===== config.mk =====
export PLATFORM = sky130hd
export DESIGN_NAME = game_state_ctl
export DESIGN_NICKNAME = d
export VERILOG_FILES = /design/src/rtl/game_state_ctl_pkg.sv /design/src/rtl/game_state_ctl_edge_latch.sv /design/src/rtl/game_state_ctl.sv
export SDC_FILE = /design/constraint.sdc
export NUM_CORES = 1
export LEC_CHECK = 0
export BUFFER_PORTS_ARGS = -buffer_cell sky130_fd_sc_hd__buf_2
export CAP_MARGIN = 30
export CORE_AREA = 2 2 73 75
export DETAILED_ROUTE_END_ITERATION = 6
export DIE_AREA = 0 0 75 77
export GPL_ROUTABILITY_DRIVEN = 0
export PLACE_DENSITY = 0.74
export SYNTH_ARGS = -nofsm -noshare
export SYNTH_HDL_FRONTEND = slang
export SYNTH_SLANG_ARGS = --single-unit

===== constraint.sdc =====
create_clock -name clk -period 2 [get_ports clk]
set_input_delay 0.3 -clock clk [delete_from_list [all_inputs] [get_ports clk]]
set_output_delay 0.3 -clock clk [all_outputs]
set_load 0.02 [all_outputs]

===== src/rtl/game_state_ctl_pkg.sv =====
// Shared state encodings, counter limits and the hit-test helper for the game sequencer.
// The draw stages decode control_state using these same encodings.
package game_state_ctl_pkg;

  typedef enum logic [2:0] {
    MENU_MODE      = 3'b000,
    GAME_MODE      = 3'b001,
    VICTORY_MODE   = 3'b010,
    GAME_OVER_MODE = 3'b011,
    MULTI_WAIT     = 3'b100
  } game_state_t;

  localparam logic [11:0] CNT_MAX = 12'hFFF;

  // Every edge of the box counts as inside; all compares are unsigned 12-bit.
  function automatic logic in_box(input logic [11:0] x,
                                  input logic [11:0] y,
                                  input logic [11:0] x_min,
                                  input logic [11:0] x_max,
                                  input logic [11:0] y_min,
                                  input logic [11:0] y_max);
    return (x >= x_min) && (x <= x_max) && (y >= y_min) && (y <= y_max);
  endfunction

endpackage


===== src/rtl/game_state_ctl_edge_latch.sv =====
// Rising-edge detector feeding a sticky flag that is cleared on the frame tick.
// An edge arriving on the tick cycle wins over the clear, so it carries into the next frame.
module game_state_ctl_edge_latch (
  input  logic clk,
  input  logic rst,
  input  logic sig,
  input  logic clear,
  output logic flag
);

  logic sig_q;
  logic rise;

  assign rise = sig & ~sig_q;

  always_ff @(posedge clk or posedge rst) begin
    if (rst) begin
      sig_q <= 1'b0;
      flag  <= 1'b0;
    end else begin
      sig_q <= sig;
      if (rise) begin
        flag <= 1'b1;
      end else if (clear) begin
        flag <= 1'b0;
      end
    end
  end

endmodule


===== src/rtl/game_state_ctl.sv =====
// Top-level game sequencer: turns clicks, menu button, death, survival time and remote readiness
// into control_state changes, applied only on the vblnk rising edge so no frame mixes states.
module game_state_ctl
  import game_state_ctl_pkg::*;
#(
  parameter logic [11:0] PLAY_X_MIN     = 12'd412,
  parameter logic [11:0] PLAY_X_MAX     = 12'd612,
  parameter logic [11:0] PLAY_Y_MIN     = 12'd300,
  parameter logic [11:0] PLAY_Y_MAX     = 12'd380,
  parameter logic [11:0] MULTI_Y_MIN    = 12'd420,
  parameter logic [11:0] MULTI_Y_MAX    = 12'd500,
  parameter logic [11:0] VICTORY_FRAMES = 12'd1800,
  parameter logic [11:0] HOLD_FRAMES    = 12'd30,
  parameter logic [11:0] MULTI_TIMEOUT  = 12'd600
) (
  input  logic        clk,
  input  logic        rst,
  input  logic        vblnk_in,
  input  logic [11:0] mouse_xpos,
  input  logic [11:0] mouse_ypos,
  input  logic        mouse_left,
  input  logic        btn_menu,
  input  logic        player_dead,
  input  logic        remote_ready,
  output logic [2:0]  control_state,
  output logic        game_start,
  output logic [11:0] frame_cnt
);

  logic        vblnk_q;
  logic        tick;
  logic        mouse_left_q;
  logic [11:0] click_x;
  logic [11:0] click_y;
  logic        click_flag;
  logic        menu_flag;
  logic        dead_flag;
  logic [2:0]  state_q;
  logic [2:0]  state_d;
  logic        click_play;
  logic        click_multi;
  logic        hold_done;

  assign tick          = vblnk_in & ~vblnk_q;
  assign control_state = state_q;

  game_state_ctl_edge_latch u_click_latch (
    .clk   (clk),
    .rst   (rst),
    .sig   (mouse_left),
    .clear (tick),
    .flag  (click_flag)
  );

  game_state_ctl_edge_latch u_menu_latch (
    .clk   (clk),
    .rst   (rst),
    .sig   (btn_menu),
    .clear (tick),
    .flag  (menu_flag)
  );

  game_state_ctl_edge_latch u_dead_latch (
    .clk   (clk),
    .rst   (rst),
    .sig   (player_dead),
    .clear (tick),
    .flag  (dead_flag)
  );

  // The most recent click position is what the next tick judges.
  always_ff @(posedge clk or posedge rst) begin
    if (rst) begin
      vblnk_q      <= 1'b0;
      mouse_left_q <= 1'b0;
      click_x      <= '0;
      click_y      <= '0;
    end else begin
      vblnk_q      <= vblnk_in;
      mouse_left_q <= mouse_left;
      if (mouse_left && !mouse_left_q) begin
        click_x <= mouse_xpos;
        click_y <= mouse_ypos;
      end
    end
  end

  assign click_play  = in_box(click_x, click_y, PLAY_X_MIN, PLAY_X_MAX, PLAY_Y_MIN, PLAY_Y_MAX);
  assign click_multi = in_box(click_x, click_y, PLAY_X_MIN, PLAY_X_MAX, MULTI_Y_MIN, MULTI_Y_MAX);
  assign hold_done   = (frame_cnt >= HOLD_FRAMES);

  // Priority within each state: menu button, death, timer, click.
  always_comb begin
    state_d = state_q;
    case (state_q)
      MENU_MODE: begin
        if (tick && !menu_flag && click_flag) begin
          if (click_play) begin
            state_d = GAME_MODE;
          end else if (click_multi) begin
            state_d = MULTI_WAIT;
          end
        end
      end
      GAME_MODE: begin
        if (tick) begin
          if (menu_flag) begin
            state_d = MENU_MODE;
          end else if (dead_flag) begin
            state_d = GAME_OVER_MODE;
          end else if (frame_cnt == VICTORY_FRAMES - 12'd1) begin
            state_d = VICTORY_MODE;
          end
        end
      end
      VICTORY_MODE, GAME_OVER_MODE: begin
        if (tick) begin
          if (menu_flag) begin
            state_d = MENU_MODE;
          end else if (click_flag && hold_done) begin
            state_d = click_play ? GAME_MODE : MENU_MODE;
          end
        end
      end
      MULTI_WAIT: begin
        if (tick) begin
          if (menu_flag) begin
            state_d = MENU_MODE;
          end else if (remote_ready) begin
            state_d = GAME_MODE;
          end else if (frame_cnt == MULTI_TIMEOUT - 12'd1) begin
            state_d = MENU_MODE;
          end
        end
      end
      default: state_d = MENU_MODE;
    endcase
  end

  always_ff @(posedge clk or posedge rst) begin
    if (rst) begin
      state_q    <= MENU_MODE;
      game_start <= 1'b0;
      frame_cnt  <= '0;
    end else begin
      state_q    <= state_d;
      game_start <= (state_d == GAME_MODE) && (state_q != GAME_MODE);
      if (state_d != state_q) begin
        frame_cnt <= '0;
      end else if (tick && (frame_cnt != CNT_MAX)) begin
        frame_cnt <= frame_cnt + 12'd1;
      end
    end
  end

endmodule


* After elaboration in Yosys (flattened, before gate mapping) *
Index checks and enable logic that the tools add are counted.

cells by class
  add/subtract/negate cells = 1
  $lt $le $gt $ge = 7
  eq/ne operators = 10
  muxes and demuxes = 22
  bitwise gates (word level) = 8
  reductions and logical operators = 19

operators by type and width
  operator                                                             number
  two-way mux 3 bit                                                    14
  greater-or-equal comparator 12 x 9 -> 1 bit (second input constant)  3
  <= comparator 12 x 9 -> 1 bit (second input constant)                2
  two-way mux 12 bit                                                   2
  adder 12 x 1 -> 12 bit (second input constant)                       1
  equality test 12 x 10 -> 1 bit (second input constant)               1
  equality test 12 x 11 -> 1 bit (second input constant)               1
  greater-or-equal comparator 12 x 5 -> 1 bit (second input constant)  1
  <= comparator 12 x 10 -> 1 bit (second input constant)               1
  inequality test 12 bit (second input constant)                       1
  one-hot mux 3 bit (4 select lines)                                   1
  logical AND 1 bit                                                    11
  nonzero test 2 bit                                                   4
  equality test 3 x 1 -> 1 bit (second input constant)                 2
  equality test 3 x 2 -> 1 bit (second input constant)                 2
  two-way mux 1 bit                                                    5
  AND 1 bit                                                            4
  NOT 1 bit                                                            4
  equality test 3 bit (second input constant)                          1
  zero test 3 bit                                                      1
  inequality test 3 x 1 -> 1 bit (second input constant)               1
  inequality test 3 bit                                                1
  zero test 1 bit                                                      2
  OR reduction 2 bit                                                   1

storage, ports and cells
  bits in registers = 47
  input bits = 31
  output and inout port bits = 16
  logic and storage cells = 79

* Depth between registers and ports, before layout *
Gate-level depths: netlist of the first run.

  depth in word-level cells = 11
  depth in mapped cells = 9
  depth with buffers taken out = 8

* By module *
A second synthesis of the first run with hierarchy kept.

unflattened totals
  cells, all modules = 217
  area, all modules = 2459.9 µm²

modules (own cells, without submodules)
  module                     times used  cells each  area each (µm²)  seq. area each (µm²)
  game_state_ctl             1           199         2238.4           1051.0
  game_state_ctl_edge_latch  3           6           73.8             50.0

* Worst setup path after synthesis of the first run *
No wires, ideal clock.

  kind = flip-flop to flip-flop
  from = register frame_cnt[7]
  to = register frame_cnt[1]
  library setup time = 0.074 ns
  arrival time = 2.226 ns
  data required time = 1.926 ns
  setup slack = -0.300 ns
  stages on the path, launching flop included = 9
  buffers on the path = 2
  clock period less this slack = 2.300 ns
  path through = dfrtp_1 buf_6 or4_4 nor3_2 nand2_1 and3_4 or4b_4 buf_6 a21oi_2

between the ends
  cells in the longest elaborated chain, start to end = 8
  elaborated cells on any way between the ends = 21
  classes of those cells = order compare (1); eq/ne (4); mux (13); reduce/logical (3)

ends and longest elaborated chain
  what                                                                 line                                                                 source
  start, declared                                                      game_state_ctl.sv:27                                                 output logic [11:0] frame_cnt
  start signal, assigned                                               game_state_ctl.sv:151                                                frame_cnt <= frame_cnt + 12'd1;
  greater-or-equal comparator 12 x 5 -> 1 bit (tied with other cells)  game_state_ctl.sv:90                                                 assign hold_done = (frame_cnt >= HOLD_FRAMES);
  logical AND 1 bit (tied with other cells)                            game_state_ctl.sv:120                                                end else if (click_flag && hold_done) begin
  two-way mux 3 bit (on tied branches)                                 game_state_ctl.sv:120, game_state_ctl.sv:109, game_state_ctl.sv:129
  two-way mux 3 bit (on tied branches)                                 game_state_ctl.sv:118, game_state_ctl.sv:107, game_state_ctl.sv:127
  two-way mux 3 bit (on tied branches)                                 game_state_ctl.sv:117, game_state_ctl.sv:106, game_state_ctl.sv:126
  one-hot mux 3 bit (4 select lines)                                   game_state_ctl.sv:95                                                 case (state_q)
  inequality test 3 bit                                                game_state_ctl.sv:148                                                if (state_d != state_q) begin
  two-way mux 12 bit or nonzero test 2 bit (tied branches)             --

Parallel ways exist; a longest one is shown, timed or not.
A chain may end at the register's enable or synchronous reset.

* Worst setup path in the final report of the first run *
  from = register frame_cnt[11]
  to = register frame_cnt[1]

Same word-level chain as after synthesis.

==> results of run 1 <==
-- layout by cell type, fill, tap and decap left out, types with 2 or more instances in the layout --
| master | count |
|---|---|
| or3_1 | 2 |
| dfrtp_2 | 3 |
| nand2_1 | 25 |
| xnor2_1 | 10 |
| nand4b_1 | 2 |
| nor4_1 | 2 |
| mux2_2 | 24 |
| and3_1 | 2 |
| o21ai_0 | 7 |
| a21o_1 | 2 |
| nor2b_1 | 4 |
| nand2b_1 | 2 |
| inv_1 | 3 |
| a2bb2oi_1 | 2 |
| o211ai_1 | 3 |
| dfrtp_1 | 44 |
| a21oi_2 | 11 |
| a21oi_1 | 5 |
| inv_2 | 2 |
| or2_2 | 2 |
| a41oi_1 | 2 |
| buf_2 | 46 |
| or4b_4 | 2 |
| nor3_1 | 3 |
| nand3_1 | 4 |
| a311oi_1 | 2 |
| buf_4 | 47 |
| nor2_1 | 7 |
| clkbuf_8 | 5 |
| nand4_1 | 5 |
-- synthesized netlist by cell type, drive strengths merged (5+ instances only) --
library cell  count  area [um^2]
xnor2            10         87.6
clkbuf            8         30.0
nor2              7         26.3
dfrtp            47         1180
o21ai             7         35.0
nand4             5         31.3
buf               5         45.0
a21oi            16          118
nor2b             5         31.3
mux2             24          270
nand2            25         93.8
inv               5         18.8
-- flip-flops by register name, summed over array words and instances, names as in the netlist --
| register | flops |
|---|---|
| control_state | 3 |
| game_start | 1 |
| u_click_latch.sig_q | 1 |
| u_menu_latch.flag | 1 |
| u_click_latch.flag | 1 |
| frame_cnt | 12 |
| u_dead_latch.flag | 1 |
| u_dead_latch.sig_q | 1 |
| click_y | 12 |
| vblnk_q | 1 |
| u_menu_latch.sig_q | 1 |
| click_x | 12 |
-- worst reg2reg max path, cell delays in order (launching register included) --
cell and delay [ns]:
dfrtp_2 0.41, or4_4 0.54, o31ai_1 0.25, buf_4 0.16
o211ai_1 0.11, o221ai_2 0.25, buf_12 0.17, o211ai_1 0.12
a21oi_2 0.11
-- worst max path at each step --
| stage | depth (start not counted) | slack, ns | start | to |
|---|---|---|---|---|
| after floorplan | 8 | -0.22 | frame_cnt[7]$_DFFE_PP0P_ | frame_cnt[1]$_DFFE_PP0P_ |
| after global placement | 8 | -0.14 | frame_cnt[11]$_DFFE_PP0P_ | frame_cnt[1]$_DFFE_PP0P_ |
| after detailed placement | 6 | -0.18 | frame_cnt[11]$_DFFE_PP0P_ | frame_cnt[9]$_DFFE_PP0P_ |
| after CTS | 8 | -0.16 | frame_cnt[11]$_DFFE_PP0P_ | frame_cnt[1]$_DFFE_PP0P_ |
| after global routing | 8 | -0.26 | frame_cnt[11]$_DFFE_PP0P_ | frame_cnt[1]$_DFFE_PP0P_ |
| final | 8 | -0.17 | frame_cnt[11]$_DFFE_PP0P_ | frame_cnt[1]$_DFFE_PP0P_ |
-- stage by stage --
stage | utilization | hold slack [ns] | worst slack (ns) | instance area (um^2)
floorplan | - | 0.331 | -0.218 | 2450
global placement | 0.618 | 0.384 | -0.137 | 3070
global route | 0.655 | 0.0642 | -0.264 | 3260
finish | 0.655 | 0.0282 | -0.175 | 3260
CTS | 0.647 | 0.0416 | -0.162 | 3220
detailed placement | 0.618 | 0.384 | -0.180 | 3070
-- kinds of logic after synthesis --
logic type,count (synthesis),synth area share
AOI/OAI and AO/OA,47,0.147
xor gates and xnor gates,10,0.0358
adders and majority gates,2,0.0102
buffers and inverters,18,0.0383
DFF,47,0.481
muxes,24,0.110
and+or+nand+nor,76,0.177
-- routing by layer --
layer / vias up / global-route usage / routed length [um]
li1: 999 / - / -
met1: 1024 / 0.306 / 2600
met2: 67 / 0.325 / 2660
met3: 10 / 0.0552 / 344
met4: 0 / 0.0661 / 101
met5: - / 0 / 0
-- power breakdown --
part	internal, W	switching (W)	total (W)
Combinational	0.000480	0.000519	0.00100
Sequential	0.00107	0.000104	0.00118
Clock	0.000377	0.000342	0.000719
Total	0.00193	0.000966	0.00290
-- what timing repair did --
item,CTS,global route
pin swaps,1,1
gates resized for setup,3,8
setup buffers,1,0
cloned,1,0
setup endpoints to repair,12,15
-- cell type report --
class                      instances  area, um^2  share of cell area
sequential                        47        1180               0.362
clock inverter                     3        46.3              0.0142
clock buffer                       5        68.8              0.0211
tap                               70        87.6              0.0269
inverter                           5        18.8             0.00575
timing repair buffer              95         614               0.188
multi-input combinational        160        1250               0.382
==> impl_metrics.yaml, run 1 <==
sta:
  worst_pin_slew_ns: 0.554
  setup_viol: 12
  finalClockSkew_ns: 0.00808
  fmax_mhz: 460
  grt_setup_unrepaired: "yes"
  slew_violations: 0
  max_slew_margin: 0.630
  final.min_clock_period_ns: 2.17
  timing.setup.tns_ns: -1.68
  period_share: 1.09
  hold_viol: 0
  fin_ws_ns: -0.175
yosys:
  synth_edf_count: 0
  ys_warn_count: 0
  ys_ff_latch: 47
  synth_cell_types: 50
  ys_seq_area_frac: 0.481
  synthesis.area_mm2: 0.00245
  syn_avg_cell_area_um2: 10.9
  async_flop_share: 1.00
  syn_inst: 224
  synth_flop_cell: "dfrtp_1"
  syn-num-nets: 257
detailed_routing:
  drt_iter0_markers: 102
  final_antenna_net_count: 0
  viasPerCell: 5.45
  via_count: 2100
  firstDrtPassIters: 4
  drc: 0
  finalWirelength_mm: 5.71
  wl_per_cell_um: 14.8
worst_setup_path:
  timing.reg2reg.setup_slack_ns: -0.17
  end_kind: "flop"
  path_buf_inv: 2
  crit_top_cell: "o211ai_1"
  r2r_end: "frame_cnt[1]$_DFFE_PP0P_"
  critPathTopFamily: "compound AO/OA/AOI/OAI gates"
  cpPeakStageDelay_ns: 0.54
  critPathRequiredTime_ns: 2.24
  worstRegToRegCells: 8
  critPathMaxFanout: 12
  crit_chain: "or4_4 > o31ai_1 > buf_4 > o211ai_1 > o221ai_2 > buf_12 > o211ai_1 > a21oi_2"
  crit_slowest_cell: "or4_4"
  crit_type: "reg2reg"
  critPathLaunchType: "flop"
  crit_arrival_ns: 2.41
  r2r_start: "frame_cnt[11]$_DFFE_PP0P_"
clocking:
  h-tree-depth: 2
  clkSlewWorstSetupHoldPaths_ns: 0.09
  clock_sinks: 47
  cts_hold_buf: 0
  clockBufferDepth: 2
  insertion_delay_ns: 0.31
  cts_buffers: 5
  cts_tree: "yes"
  cts_root_buf: "clkbuf_8"
pwr:
  total_power_w: 0.00290
  power.density_mw_per_mm2: 888
  peakVddDrop_uv: 600
  p_leak_nw: 1.49
global_route:
  grtUsageTotal: 0.217
  grt_pass1_vias: 2035
  gr-total-overflow: 0
  grt_pass1_wl_mm: 9.58
  grt_max_degree: 28
  antenna_found_initial: 0
cells_and_area:
  layoutNonFillerInstCount: 385
  nNetsFinal: 347
  fill_cells: 395
  syn2layout_area_growth_pct: 33.3
  drive_above_1_share: 0.514
  insertedDiodeCount: 0
floorplanning:
  io_pins: 47
  die_w_um: 75
  dieArea_mm2: 0.00578
  dieHeight_um: 77
  initial_utilization: 0.492
  core_area_mm2: 0.00498
  rows: 26
placement:
  portBuffers: 46
  hpwl_mm: 4.18
  dp.cells: 375
flow_run:
  maxCapViolations: 0
status:
  violations: "negative setup slack"
  status: "complete, but fails checks"
hold_path:
  min-delay-path-class: "in2async"
Note: power is estimated with default switching activity, not from simulation.
==> inputs of run 2 (changes only) <==
==> constraint.sdc (replaced) <==
create_clock -name clk -period 2 [get_ports clk]
set_input_delay 0 -clock clk [delete_from_list [all_inputs] [get_ports clk]]
set_output_delay 0 -clock clk [all_outputs]
set_load 0.02 [all_outputs]
==> run 2 against run 1 <==
  * Global-route usage up 3.9 points
  * The flow still finishes with violations (negative setup slack)
  * Clock power down 0.6%
  * Critical path depth up 2
  * Highest routed layer unchanged
  * Final cell count up 8.3%
  * Sequential power about the same
  * Via count up 8.4%
  * First-iteration DRC count up 100%
  * Sequential share of layout area down 3.6 points
  * Die area unchanged
  * Worst setup slack better by 0.039 ns
  * Cell area up 11%
  * Total power up 6.5%
==> impl_metrics.yaml, run 2 (synthesis results as in run 1) <==
status:
  status: "complete, but fails checks"
  violations: "negative setup slack"
clocking:
  cts_tree: "yes"
  insertion_delay_ns: 0.30
  cts_buffers: 5
  clockBufferDepth: 2
  h-tree-depth: 2
  cts_root_buf: "clkbuf_8"
  clkSlewWorstSetupHoldPaths_ns: 0.09
  clock_sinks: 47
cells_and_area:
  fill_cells: 326
  layout_commonest_cell: "buf_4"
  final_cell_mix: "buf_4 (48), buf_2 (46), dfrtp_1 (44)"
  multi_input_area_mm2: 0.00128
  drive_above_1_share: 0.478
  biggestRegsByFlops: "click_x (12), click_y (12), frame_cnt (12)"
  ff_latch_area_mm2: 0.00118
  syn2layout_area_growth_pct: 48.2
  insertedDiodeCount: 0
  nNetsFinal: 379
detailed_routing:
  wl_per_cell_um: 16.6
  finalWirelength_mm: 6.94
  drc: 0
  firstDrtPassIters: 4
  viasPerCell: 5.46
  drt_iter0_markers: 206
  final_antenna_net_count: 0
  via_count: 2276
global_route:
  gr-total-overflow: 0
  grtUsageTotal: 0.255
  grt_max_degree: 26
  antenna_found_initial: 0
  grt_pass1_wl_mm: 11.3
  grt_pass1_vias: 2320
sta:
  max_slew_margin: 0.778
  finalClockSkew_ns: 0.00695
  slew_violations: 0
  hold_viol: 0
  grt_setup_unrepaired: "yes"
  final.min_clock_period_ns: 2.14
  period_share: 1.07
  fmax_mhz: 468
  worst_pin_slew_ns: 0.332
  setup_viol: 12
  fin_ws_ns: -0.136
worst_setup_path:
  crit_type: "reg2reg"
  critPathMaxFanout: 8
  worstRegToRegCells: 10
  end_kind: "flop"
  crit_arrival_ns: 2.32
  critPathRequiredTime_ns: 2.19
  critPathLaunchType: "flop"
floorplanning:
  initial_utilization: 0.492
  die_w_um: 75
  dieArea_mm2: 0.00578
  rows: 26
  io_pins: 47
  dieHeight_um: 77
  core_area_mm2: 0.00498
hold_path:
  min-delay-path-class: "in2async"
placement:
  post-place-ws_ns: -0.209
  portBuffers: 46
  hpwl_mm: 4.35
pwr:
  p_leak_nw: 1.64
  peakVddDrop_uv: 658
  power.density_mw_per_mm2: 850
  total_power_w: 0.00308
flow_run:
  maxCapViolations: 0
-- run 2: stage by stage --
step | TNS [ns] | util | area (um^2) | instances | hold WS [ns]
after floorplan | -2.44 | - | 2450 | 224 | 0.0314
after global placement | -1.66 | 0.618 | 3070 | 375 | -0.0217
after detailed placement | -2.15 | 0.618 | 3070 | 375 | -0.0253
after CTS | -1.69 | 0.709 | 3530 | 414 | 0.188
after global routing | -2.57 | 0.729 | 3630 | 417 | 0.215
final | -1.53 | 0.729 | 3630 | 417 | 0.188
-- run 2: final timing paths --
| check | slack (ns) | end | startpoint |
|---|---|---|---|
| setup / recovery | -0.14 | frame_cnt[1]$_DFFE_PP0P_ | frame_cnt[0]$_DFFE_PP0P_ |
| hold / removal | 0.19 | frame_cnt[5]$_DFFE_PP0P_ | rst |
| setup reg to reg | -0.14 | frame_cnt[1]$_DFFE_PP0P_ | frame_cnt[0]$_DFFE_PP0P_ |
| hold reg to reg | 0.43 | u_menu_latch.flag$_DFFE_PP0P_ | u_menu_latch.sig_q$_DFF_PP0_ |
| max in group asynchronous | 1.24 | u_dead_latch.sig_q$_DFF_PP0_ | rst |
| min in group clk | 0.28 | control_state[2]$_DFF_PP0_ | remote_ready |
-- run 2: layout make-up --
type | count | area share
Multi-Input combinational cell | 160 | 0.352
Sequential cell | 47 | 0.325
Timing Repair Buffer | 127 | 0.261
Tap cell | 70 | 0.0241
Clock buffer | 5 | 0.0190
Clock inverter | 3 | 0.0128
Inverter | 5 | 0.00517
-- run 2: layer usage --
metal	vias up	part of all wire	global-route usage
met1	1117	0.41	0.342
met2	81	0.52	0.417
met5	-	0	0
met4	0	0.021	0.0768
li1	1065	-	-
met3	13	0.047	0.0447
-- run 2: worst max-delay path, cell delays in order (launching register included) --
cell	delay, ns
dfrtp_1	0.39
inv_1	0.12
ha_4	0.14
o2111a_2	0.26
o31ai_4	0.08
buf_4	0.14
buf_4	0.12
o211a_1	0.22
o31ai_2	0.27
buf_6	0.21
a21oi_2	0.06
-- run 2: power breakdown --
group / leakage, nW / switching, W / internal, W
clock network: 0.0548 / 0.000338 / 0.000377
logic: 1.01 / 0.000578 / 0.000593
registers: 0.576 / 0.000126 / 0.00107
-- run 2: what timing repair did --
item                                    in CTS  in global routing
endpoints found under the setup margin      12                 14
pin swaps                                    2                  7
cloned                                       1                  1
hold buffers                                29                  0
hold endpoints to repair                    57                  0
gates resized for setup                      5                 12
setup buffers                                1                  2
==> inputs of run 3 (changes only) <==
--- a/config.mk
+++ b/config.mk
@@ -12,6 +12,7 @@
 export DIE_AREA = 0 0 75 77
 export GPL_ROUTABILITY_DRIVEN = 0
 export PLACE_DENSITY = 0.74
+export RECOVER_POWER = 25
 export SYNTH_ARGS = -nofsm -noshare
 export SYNTH_HDL_FRONTEND = slang
 export SYNTH_SLANG_ARGS = --single-unit
==> constraint.sdc (replaced) <==
create_clock -name clk -period 1.7 [get_ports clk]
set_input_delay 0 -clock clk [delete_from_list [all_inputs] [get_ports clk]]
set_output_delay 0 -clock clk [all_outputs]
set_load 0.02 [all_outputs]
==> run 3 against run 2 <==
  * The run still ends with negative setup slack left
  * Final cell count up 3.4%
  * Critical endpoint is now frame_cnt[5]$_DFFE_PP0P_
  * Routed wire length up 6.3%
  * Maximum frequency down 5.9%
==> impl_metrics.yaml, run 3 (synthesis results as in run 1) <==
sta:
  fmax_mhz: 441
  final.min_clock_period_ns: 2.27
  period_share: 1.34
  slew_violations: 0
  fin_ws_ns: -0.570
  grt_setup_unrepaired: "yes"
  max_slew_margin: 0.269
  setup_viol: 16
  worst_pin_slew_ns: 1.10
  hold_viol: 0
  finalClockSkew_ns: 0.00937
floorplanning:
  core_area_mm2: 0.00498
  die_w_um: 75
  rows: 26
  dieHeight_um: 77
  io_pins: 47
  initial_utilization: 0.492
  dieArea_mm2: 0.00578
cells_and_area:
  layoutNonFillerInstCount: 431
  biggestRegsByFlops: "click_x (12), click_y (12), frame_cnt (12)"
  post-route-cell-area_mm2: 0.00372
  syn2layout_area_growth_pct: 52.0
  fill_cells: 309
  insertedDiodeCount: 0
  drive_above_1_share: 0.507
  nNetsFinal: 393
  layout_commonest_cell: "buf_4"
  final_cell_mix: "buf_4 (63), dfrtp_1 (44), buf_2 (43)"
global_route:
  grtUsageTotal: 0.279
  grt_pass1_wl_mm: 12.2
  antenna_found_initial: 0
  gr-total-overflow: 0
  grt_max_degree: 29
  grt_pass1_vias: 2451
clocking:
  h-tree-depth: 2
  clkSlewWorstSetupHoldPaths_ns: 0.10
  cts_buffers: 5
  clock_sinks: 47
  insertion_delay_ns: 0.31
  cts_root_buf: "clkbuf_8"
  clockBufferDepth: 2
  cts_tree: "yes"
hold_path:
  min-delay-path-class: "in2reg"
worst_setup_path:
  endpoint: "frame_cnt[5]$_DFFE_PP0P_"
  critPathLaunchType: "flop"
  r2r_end: "frame_cnt[5]$_DFFE_PP0P_"
  r2r_start: "frame_cnt[11]$_DFFE_PP0P_"
  crit_arrival_ns: 2.50
  end_kind: "flop"
  critPathRequiredTime_ns: 1.93
  crit_type: "reg2reg"
  timing.reg2reg.setup_slack_ns: -0.57
  worstRegToRegCells: 6
  startpoint: "frame_cnt[11]$_DFFE_PP0P_"
  critPathMaxFanout: 6
flow_run:
  maxCapViolations: 0
detailed_routing:
  finalWirelength_mm: 7.37
  drc: 0
  final_antenna_net_count: 0
  viasPerCell: 5.42
  wl_per_cell_um: 17.1
  firstDrtPassIters: 4
  via_count: 2338
  drt_iter0_markers: 163
status:
  violations: "negative setup slack"
  status: "complete, but fails checks"
pwr:
  total_power_w: 0.00352
  power.density_mw_per_mm2: 947
  p_leak_nw: 1.70
  peakVddDrop_uv: 726
placement:
  dp.cells: 391
  portBuffers: 46
  hpwl_mm: 4.44
  dpl_cell_area_mm2: 0.00319
## run 3: cell count changes in the layout (fill, tap and decap cells not counted), sizes merged
cell / change
clkinvlp: -1
clkbuf: +3
buf: +11
bufinv: -1
inv: +2
## run 3: power by group
part / internal [W] / leakage [nW] / switching, W
clock: 0.000311 / 0.0511 / 0.000429
combinational: 0.000692 / 1.07 / 0.000694
sequential: 0.00126 / 0.576 / 0.000136
total: 0.00227 / 1.70 / 0.00126
## run 3: repair_timing
| item | in CTS | in global routing |
|---|---|---|
| hold endpoints to repair | 56 | 0 |
| gates resized for setup | 8 | 15 |
| cloned | 1 | 0 |
| buffers inserted | 0 | 3 |
| pin swaps | 2 | 12 |
| hold buffers | 29 | 0 |
| endpoints found under the setup margin | 16 | 16 |
## run 3: area by class of cell
type	count	area, um^2	area share
clock buffer	5	68.8	0.0185
tap	70	87.6	0.0235
clock inverter	3	28.8	0.00773
sequential	47	1180	0.317
inverter	5	18.8	0.00504
timing repair buffer	141	1020	0.275
multi-input combinational	160	1310	0.353
## run 3: critical path: stages (launching register included)
cell	delay [ns]
dfrtp_2	0.41
or4_4	0.55
nor3_2	0.18
nand2_1	0.09
and3_4	0.19
or4b_4	0.58
a21oi_2	0.19
## run 3: routing by layer
| metal | part of all wire | GRT usage |
|---|---|---|
| met1 | 0.41 | 0.361 |
| met2 | 0.52 | 0.473 |
| met3 | 0.047 | 0.0420 |
| met4 | 0.022 | 0.0875 |
| met5 | 0 | 0 |
## run 3: worst min-delay path by stage
| stage | start | to | cells past startpoint |
|---|---|---|---|
| 2_1_floorplan | mouse_left | u_click_latch.sig_q$_DFF_PP0_ | 0 |
| 3_3_place_gp | rst | frame_cnt[0]$_DFFE_PP0P_ | 2 |
| 3_5_place_dp | rst | frame_cnt[1]$_DFFE_PP0P_ | 2 |
| 4_1_cts | vblnk_in | u_menu_latch.flag$_DFFE_PP0P_ | 6 |
| 5_1_grt | mouse_left | u_click_latch.sig_q$_DFF_PP0_ | 2 |
| 6_report | vblnk_in | u_menu_latch.flag$_DFFE_PP0P_ | 6 |
## run 3: through the flow
stage | hold WS, ns | util | worst slack, ns | setup TNS (ns)
CTS | 0.292 | 0.730 | -0.493 | -6.36
finish | 0.346 | 0.748 | -0.570 | -6.71
global placement | 0.0941 | 0.642 | -0.457 | -5.73
floorplan | 0.0314 | - | -0.518 | -6.60
global route | 0.372 | 0.748 | -0.617 | -7.49
detailed placement | 0.101 | 0.642 | -0.548 | -7.00
